### src/rtl/keypad_encoder.sv
// keypad_encoder: scans a 4x4 active-low keypad, synchronises and debounces the rows,
// and encodes accepted presses into calculator command strobes. Define KEYPAD_AUTOREPEAT_EN for digit auto-repeat.
module keypad_encoder #(
  parameter int SCAN_DIV = 4,
  parameter int DEBOUNCE = 3
) (
  input  logic       Clock,
  input  logic       reset,
  input  logic [3:0] row_in,
  output logic [3:0] col_out,
  output logic [3:0] data_out,
  output logic [3:0] op,
  output logic       digit_in,
  output logic       op_in,
  output logic       execute_in,
  output logic       clear_req
);

  // state       | meaning
  // ST_SCAN     | column advances each period, looking for a single low row
  // ST_DEBOUNCE | column frozen, counting consecutive matching samples
  // ST_EMIT     | one cycle, the registered strobe for the key is high
  // ST_HOLD     | column frozen, waiting for DEBOUNCE all-high samples
  typedef enum logic [1:0] {
    ST_SCAN     = 2'd0,
    ST_DEBOUNCE = 2'd1,
    ST_EMIT     = 2'd2,
    ST_HOLD     = 2'd3
  } state_t;

  localparam int            DW       = (SCAN_DIV > 1) ? $clog2(SCAN_DIV) : 1;
  localparam logic [DW-1:0] DIV_LAST = DW'(SCAN_DIV - 1);
  localparam logic [3:0]    DB_N     = 4'(DEBOUNCE);

  state_t        state_q, state_d;
  logic [3:0]    row_s1_q, row_s2_q;
  logic [DW-1:0] div_q, div_d;
  logic [1:0]    col_q, col_d;
  logic [3:0]    cnt_q, cnt_d;
  logic [1:0]    key_row_q, key_row_d;
  logic [1:0]    key_col_q, key_col_d;
  logic [3:0]    data_q, data_d;
  logic [3:0]    op_q, op_d;
  logic          digit_q, digit_d;
  logic          op_in_q, op_in_d;
  logic          exec_q, exec_d;
  logic          clr_q, clr_d;
`ifdef KEYPAD_AUTOREPEAT_EN
  logic [5:0]    hold_cnt_q, hold_cnt_d;
`endif

  logic       sample;
  logic [3:0] rows_low;
  logic       single_low;
  logic [1:0] low_idx;
  logic       same_key;
  logic       emit_go;

  logic       key_is_digit;
  logic       key_is_op;
  logic       key_is_exec;
  logic       key_is_clr;
  logic [3:0] key_val;
  logic [3:0] key_op;

  assign sample     = (div_q == DIV_LAST);
  assign rows_low   = ~row_s2_q;
  assign single_low = (rows_low != 4'd0) && ((rows_low & (rows_low - 4'd1)) == 4'd0);
  assign same_key   = single_low && (low_idx == key_row_q);
  assign div_d      = sample ? '0 : div_q + 1'b1;

  always_comb begin
    low_idx = 2'd0;
    case (rows_low)
      4'b0001: low_idx = 2'd0;
      4'b0010: low_idx = 2'd1;
      4'b0100: low_idx = 2'd2;
      4'b1000: low_idx = 2'd3;
      default: low_idx = 2'd0;
    endcase
  end

  // Decode works on the next-state key so DEBOUNCE=1 can emit straight from ST_SCAN.
  always_comb begin
    key_is_digit = 1'b0;
    key_is_op    = 1'b0;
    key_is_exec  = 1'b0;
    key_is_clr   = 1'b0;
    key_val      = 4'd0;
    key_op       = 4'd0;
    if (key_col_d == 2'd3) begin
      case (key_row_d)
        2'd0: begin key_is_op = 1'b1; key_op = 4'b0100; end
        2'd1: begin key_is_op = 1'b1; key_op = 4'b0010; end
        2'd2: begin key_is_op = 1'b1; key_op = 4'b0001; end
        default: ;
      endcase
    end else if (key_row_d == 2'd3) begin
      case (key_col_d)
        2'd0:    key_is_clr = 1'b1;
        2'd1:    begin key_is_digit = 1'b1; key_val = 4'd0; end
        default: key_is_exec = 1'b1;
      endcase
    end else begin
      key_is_digit = 1'b1;
      key_val      = ({2'b00, key_row_d} * 4'd3) + {2'b00, key_col_d} + 4'd1;
    end
  end

  always_comb begin
    state_d   = state_q;
    col_d     = col_q;
    cnt_d     = cnt_q;
    key_row_d = key_row_q;
    key_col_d = key_col_q;
    emit_go   = 1'b0;
`ifdef KEYPAD_AUTOREPEAT_EN
    hold_cnt_d = hold_cnt_q;
`endif
    unique case (state_q)
      ST_SCAN: begin
        if (sample) begin
          if (single_low) begin
            key_row_d = low_idx;
            key_col_d = col_q;
            cnt_d     = 4'd1;
            if (DB_N == 4'd1) begin
              state_d = ST_EMIT;
              emit_go = 1'b1;
            end else begin
              state_d = ST_DEBOUNCE;
            end
          end else begin
            col_d = col_q + 2'd1;
          end
        end
      end
      ST_DEBOUNCE: begin
        if (sample) begin
          if (same_key) begin
            cnt_d = cnt_q + 4'd1;
            if (cnt_q + 4'd1 == DB_N) begin
              state_d = ST_EMIT;
              emit_go = 1'b1;
            end
          end else begin
            cnt_d   = 4'd0;
            col_d   = col_q + 2'd1;
            state_d = ST_SCAN;
          end
        end
      end
      ST_EMIT: begin
        cnt_d   = 4'd0;
        state_d = ST_HOLD;
      end
      ST_HOLD: begin
        if (sample) begin
          if (rows_low == 4'd0) begin
`ifdef KEYPAD_AUTOREPEAT_EN
            hold_cnt_d = 6'd0;
`endif
            if (cnt_q + 4'd1 == DB_N) begin
              cnt_d   = 4'd0;
              col_d   = col_q + 2'd1;
              state_d = ST_SCAN;
            end else begin
              cnt_d = cnt_q + 4'd1;
            end
          end else begin
            cnt_d = 4'd0;
`ifdef KEYPAD_AUTOREPEAT_EN
            // First repeat after 32 held samples; restarting at 24 gives every 8 after that.
            if (same_key && key_is_digit) begin
              if (hold_cnt_q == 6'd31) begin
                hold_cnt_d = 6'd24;
                state_d    = ST_EMIT;
                emit_go    = 1'b1;
              end else begin
                hold_cnt_d = hold_cnt_q + 6'd1;
              end
            end else begin
              hold_cnt_d = 6'd0;
            end
`endif
          end
        end
      end
      default: state_d = ST_SCAN;
    endcase
`ifdef KEYPAD_AUTOREPEAT_EN
    if ((state_q == ST_SCAN) || (state_q == ST_DEBOUNCE)) hold_cnt_d = 6'd0;
`endif
  end

  always_comb begin
    digit_d = emit_go && key_is_digit;
    op_in_d = emit_go && key_is_op;
    exec_d  = emit_go && key_is_exec;
    clr_d   = emit_go && key_is_clr;
    data_d  = digit_d ? key_val : data_q;
    op_d    = op_in_d ? key_op : op_q;
  end

  always_ff @(posedge Clock or negedge reset) begin
    if (!reset) begin
      state_q   <= ST_SCAN;
      row_s1_q  <= 4'hF;
      row_s2_q  <= 4'hF;
      div_q     <= '0;
      col_q     <= 2'd0;
      cnt_q     <= 4'd0;
      key_row_q <= 2'd0;
      key_col_q <= 2'd0;
      data_q    <= 4'd0;
      op_q      <= 4'd0;
      digit_q   <= 1'b0;
      op_in_q   <= 1'b0;
      exec_q    <= 1'b0;
      clr_q     <= 1'b0;
`ifdef KEYPAD_AUTOREPEAT_EN
      hold_cnt_q <= 6'd0;
`endif
    end else begin
      state_q   <= state_d;
      row_s1_q  <= row_in;
      row_s2_q  <= row_s1_q;
      div_q     <= div_d;
      col_q     <= col_d;
      cnt_q     <= cnt_d;
      key_row_q <= key_row_d;
      key_col_q <= key_col_d;
      data_q    <= data_d;
      op_q      <= op_d;
      digit_q   <= digit_d;
      op_in_q   <= op_in_d;
      exec_q    <= exec_d;
      clr_q     <= clr_d;
`ifdef KEYPAD_AUTOREPEAT_EN
      hold_cnt_q <= hold_cnt_d;
`endif
    end
  end

  assign col_out    = ~(4'b0001 << col_q);
  assign data_out   = data_q;
  assign op         = op_q;
  assign digit_in   = digit_q;
  assign op_in      = op_in_q;
  assign execute_in = exec_q;
  assign clear_req  = clr_q;

endmodule

### config.mk
export PLATFORM = sky130hd
export DESIGN_NAME = keypad_encoder
export DESIGN_NICKNAME = d
export VERILOG_FILES = /design/src/rtl/keypad_encoder.sv
export SDC_FILE = /design/constraint.sdc
export NUM_CORES = 1
export LEC_CHECK = 0
export BUFFER_PORTS_ARGS = -buffer_cell sky130_fd_sc_hd__buf_2
export CORE_UTILIZATION = 62
export DETAILED_ROUTE_END_ITERATION = 7
export PLACE_DENSITY = 0.95
export SLEW_MARGIN = 20
export SYNTH_ARGS = -nofsm -noshare
export SYNTH_HDL_FRONTEND = slang
export SYNTH_SLANG_ARGS = --single-unit
### constraint.sdc
create_clock -name Clock -period 4.8 [get_ports Clock]
set_input_delay 0.96 -clock Clock [delete_from_list [all_inputs] [get_ports Clock]]
set_output_delay 0.96 -clock Clock [all_outputs]
set_load 0.01 [all_outputs]
* Word-level counts from Yosys, hierarchy flattened
Index checks and enable logic that the tools add are counted.
Word-level totals: flip-flop bits (word level) 34, input bits 6, output and inout port bits 16
Operators by class: add/subtract/negate cells 6, multipliers 1, equality and inequality tests 23, shifts and indexed selects 1, multiplexer cells 52, bitwise operators 3, reductions and logical operators 18
Operators by type and width (number):
- two-way mux 2 bit | 22
- two-way mux 4 bit | 9
- inequality test 2 bit (second input constant) | 8
- case mux 4 bit (4 select lines) | 1
- two-way mux 1 bit | 15
- equality test 2 bit (second input constant) | 6
- case mux 2 bit (3 select lines) | 2
- case mux 3 bit (3 select lines) | 1
- adder 4 x 1 -> 4 bit (second input constant) | 2
- equality test 4 x 2 -> 1 bit (second input constant) | 2
- zero test 4 bit | 2
- inverter 4 bit | 2
- case mux 2 bit (4 select lines) | 1
- AND reduction 8 bit | 1
- AND reduction 7 bit | 1
- equality test 2 x 1 -> 1 bit (second input constant) | 3
- logical AND 1 bit | 6
- zero test 2 bit | 3
- adder 2 x 1 -> 2 bit (second input constant) | 2
- adder 4 x 2 -> 4 bit | 1
- AND 4 bit | 1
- equality test 4 x 3 -> 1 bit (second input constant) | 1
- equality test 4 bit (second input constant) | 1
- multiplier 2 x 2 -> 4 bit (second input constant) | 1
- other kinds (10) | 10

* Depth between registers and ports, before layout
depth in word-level cells 14, depth in mapped cells 13

* Least setup slack after synthesis
No wires, ideal clock.
kind flip-flop to flip-flop, start reg row_s2_q[0], end reg data_q[3], in the netlist data_out[3], setup time 121 ps, data arrival time 2834 ps, path slack 1845 ps, cell stages (with the launch flop) 14, period minus slack after synthesis 2955 ps, path through dfstp_2 > buf_2 > xnor2_1 > o22ai_4 > nand3_4 > nand2_1 > o21ai_0 > inv_1 > fa_1 > inv_1 > ha_1 > a21o_1 > a21o_1 > a22o_1
Between the ends: longest elaborated chain between the ends 13, elaborated cells between the ends (all ways) 33, classes of those cells add/sub: 3; mul: 1; eq/ne: 7; mux: 15; bitwise: 2; reduce/logical: 5
Ends and longest elaborated chain:
- from (decl) | RTL line 36 | logic [3:0] row_s1_q, row_s2_q;
- from (signal assigned) | RTL line 227 | row_s2_q <= row_s1_q;
- inverter 4 bit * | RTL line 67 | assign rows_low = ~row_s2_q;
- subtractor 4 x 1 -> 4 bit | RTL line 68 | assign single_low = (rows_low != 4'd0) && ((rows_low & (rows_low - 4'd1)) == 4'd0);
- AND 4 bit | RTL line 68
- zero test 4 bit | RTL line 68
- logical AND 1 bit | RTL line 68
- two-way mux 2 bit * | RTL line 123 | if (single_low) begin
- two-way mux 2 bit * | RTL line 122 | if (sample) begin
- two-way mux 2 bit * | RTL line 120 | unique case (state_q)
- named net key_row_d[1] | RTL line 40 | logic [1:0] key_row_q, key_row_d;
- multiplier 2 x 2 -> 4 bit | RTL line 106 | key_val = ({2'b00, key_row_d} * 4'd3) + {2'b00, key_col_d} + 4'd1;
- adder 4 x 2 -> 4 bit | RTL line 106
- adder 4 x 1 -> 4 bit | RTL line 106
- two-way mux 4 bit | RTL line 98 | end else if (key_row_d == 2'd3) begin
- two-way mux 4 bit | RTL line 91 | if (key_col_d == 2'd3) begin
- to (signal assigned) | RTL line 233 | data_q <= data_d;
- to (decl) | RTL line 42 | logic [3:0] data_q, data_d;
Mark *: on every way through the listed nets, which the timed path passes. The rest lies on a longest branch. A chain may end at the register's enable or synchronous reset.

* Final worst setup path
start reg state_q[0], end reg data_q[3], in the netlist data_out[3]
Between the ends: longest elaborated chain between the ends 7, elaborated cells between the ends (all ways) 17, classes of those cells add/sub: 2; mul: 1; eq/ne: 4; mux: 8; reduce/logical: 2
Ends and longest elaborated chain:
- from (decl) | RTL line 35 | state_t state_q, state_d;
- from (signal assigned) | RTL line 225 | state_q <= state_d;
- zero test 2 bit * | RTL line 120
- two-way mux 2 bit * | RTL line 120
- named net key_row_d[1] | RTL line 40
- multiplier 2 x 2 -> 4 bit | RTL line 106
- adder 4 x 2 -> 4 bit | RTL line 106
- adder 4 x 1 -> 4 bit | RTL line 106
- two-way mux 4 bit | RTL line 98
- two-way mux 4 bit | RTL line 91
Marks and branches as above.

==> results.toml <==
[layout]
nets = 221
final_cell_mix = "25 x dfrtp_1, 20 x ha_1, 20 x buf_2, 19 x inv_1, 10 x nand2_1"
fin_util = 0.742
final_common_cell = "dfrtp_1"
n_antenna_cell = 0
area_growth_syn_to_layout_pct = 9.61
drive_above_1_share = 0.242

[setup_path]
worst_path_most_repeated_cell = "inv_1"
crit_type = "reg -> reg"
path_cells = "inv_1, ha_1, nand2_1, o21ai_0, inv_1, fa_1, inv_1, ha_1, a21o_1, a21o_1, a22o_1"
reg2reg_depth = 11
timing.rr.end = "data_out[3]"
r2r-start = "state_q[0]"
cp_data_arrival_time_ps = 3660
r2r_setup_slack_ps = 1380
cp_num_buf_inv = 3
cpMaxStageDelayCell = "o21ai_0"
cp_max_fo = 6
required_ps = 5030
cp-start-kind = "register"
critPathTopFamily = "adder cells"
end_kind = "register"
cpPeakStageDelay_ps = 600

[timing]
finClkSkew_ps = 9.79
min_period_ps = 3420
setup_viol = 0
drv_slew = 0
final.setup.tns_ps = 0
slew_headroom = 0.527
hold_viol = 0
rsz0062_at_grt = "no"
fmax_mhz = 292
finalCritPeriodShare = 0.713
worstMarginPinSlew_ps = 702

[detailed_routing]
avgRoutedWirePerCell_um = 16.5
via_per_inst = 6.14
final_antenna_net_count = 0
drc = 2
drt_iter0_drc = 65
num_vias = 1382
wl_um = 3700
first_pass_iters = 6

[power_and_ir_drop]
total_power_uw = 1000
vdd_ir_drop_max_mv = 0.396
power-per-cell-area_nw_per_um2 = 478
p_leak_uw = 0.00103

[yosys]
yosysSeqAreaShare = 0.437
syn_area_per_cell_sq_um = 11.1
postSynthCellCount = 172
async_flop_share = 1.00
ys_seq_elements = 33
netlist_area_sq_um = 1910
yosysWarnings = 0
synth_ff_type = "dfrtp_1"
syn-num-nets = 200
synth.distinct_cells = 48
synth_edf_count = 0

[floorplanning]
start_util = 0.677
core_area_sq_um = 2830
die_area_sq_um = 3310
core.rowCount = 19
die_x_um = 57.6
io_pins = 22
die_h_um = 57.6

[global_routing]
grt_overflow = 0
grt.total_usage = 0.266
grt_pass1_vias = 1386
grt_max_degree = 34
antenna_found_initial = 0
grt_pass1_wl_um = 6380

[clock_tree]
cts_setup_buffers = 0
cts_root_buf = "clkbuf_4"
cts_hold_buf = 0
cts_tree = "yes"
clock_latency_ps = 340
cts.sinks = 33
cts_made_buffers = 5
path_clk_slew_ps = 110
cts_buffer_depth = 2
post_cts_resized = 0
h-tree-depth = 2

[placement]
dp_hpwl_um = 2770
gp_congestion = 0.960
port_buffers = 20

[worst_hold_path]
whs_path_depth = 0
min_to = "row_s2_q[1]"
worstHoldPathType = "reg -> reg"
min_from = "row_s1_q[1]"

[run_status]
status = "complete, but fails checks"
violations = "DRC"

[job]
maxCapViolCount = 0
## synth_stat cells (all sizes together), types with 3 or more instances
cell type   n  share of area
a21o        4          0.016
a21oi       6          0.016
a22o        6          0.027
a31oi       4          0.013
buf         6          0.023
dfrtp      25           0.33
dfstp       8           0.11
ha         20           0.13
inv        19          0.037
mux2        4          0.024
mux2i       3          0.016
nand2      10          0.020
nand3       6          0.022
nor2        4         0.0078
nor3        6          0.016
nor3b       3          0.018
o21ai       4          0.010
xnor2       5          0.027
## layout make-up
cell class / instances / area (sq um)
Clock inverter: 2 / 37.5
Timing Repair Buffer: 20 / 100
Tap cell: 31 / 38.8
Fill cell: 173 / 731
Sequential cell: 33 / 836
Clock buffer: 6 / 51.3
Inverter: 19 / 71.3
Multi-Input combinational cell: 114 / 963
## logic make-up (layout without fill, tap and decap cells)
| group | count (synthesis) | count (layout) | share of synthesized area |
|---|---|---|---|
| and+or+nand+nor | 40 | 40 | 0.124 |
| adders and majority gates | 22 | 22 | 0.152 |
| DFF | 33 | 33 | 0.437 |
| AOI/OAI and AO/OA | 38 | 38 | 0.156 |
| xor gates and xnor gates | 6 | 6 | 0.0314 |
| muxes | 7 | 7 | 0.0392 |
| buffers and inverters | 25 | 47 | 0.0601 |
| other | 1 | 1 | 0.00196 |
## per-stage QoR
| stage | setup WS [ps] | hold WS [ps] | std cells | instance area, sq um |
|---|---|---|---|---|
| after floorplan | 1850 | 345 | 172 | 1910 |
| after global placement | 1730 | 346 | 217 | 2010 |
| after detailed placement | 1520 | 349 | 217 | 2010 |
| after CTS | 1420 | 365 | 225 | 2100 |
| after global routing | 1230 | 372 | 225 | 2100 |
| final | 1380 | 363 | 225 | 2100 |
## how the worst max path moves through the flow
stage,start,end,depth (start not counted)
after global routing,state_q[0],data_out[3],11
after floorplan,row_s2_q[0],data_out[3],13
after CTS,state_q[0],data_out[3],11
after global placement,state_q[0],data_out[3],11
after detailed placement,state_q[0],data_out[3],11
final,state_q[0],data_out[3],11
## sequential cells by signal, indices dropped and copies added, names as in the netlist, named ones only
name	cells
cnt_q	4
data_out	4
row_s1_q	4
row_s2_q	4
op	3
col_q	2
div_q	2
key_col_q	2
key_row_q	2
clear_req	1
digit_in	1
execute_in	1
op_in	1
state_q	1
## report_power, final
part	leakage [uW]	switching (uW)	internal [uW]
registers	0.000414	44.4	320
logic	0.000572	248	167
clock network	0.0000445	98.9	124
total	0.00103	391	611
## routing by layer
layer | routed length, um | track usage
met5 | 0 | 0
met4 | 131 | 0.153
met3 | 242 | 0.0703
met2 | 1880 | 0.447
met1 | 1450 | 0.305
## worst reg2reg max path: stages (launching register included)
cell,delay [ps]
dfrtp_1,430
inv_1,150
ha_1,310
nand2_1,160
o21ai_0,600
inv_1,230
fa_1,590
inv_1,60
ha_1,260
a21o_1,170
a21o_1,170
a22o_1,180
Note: power is estimated with default switching activity, not from simulation.
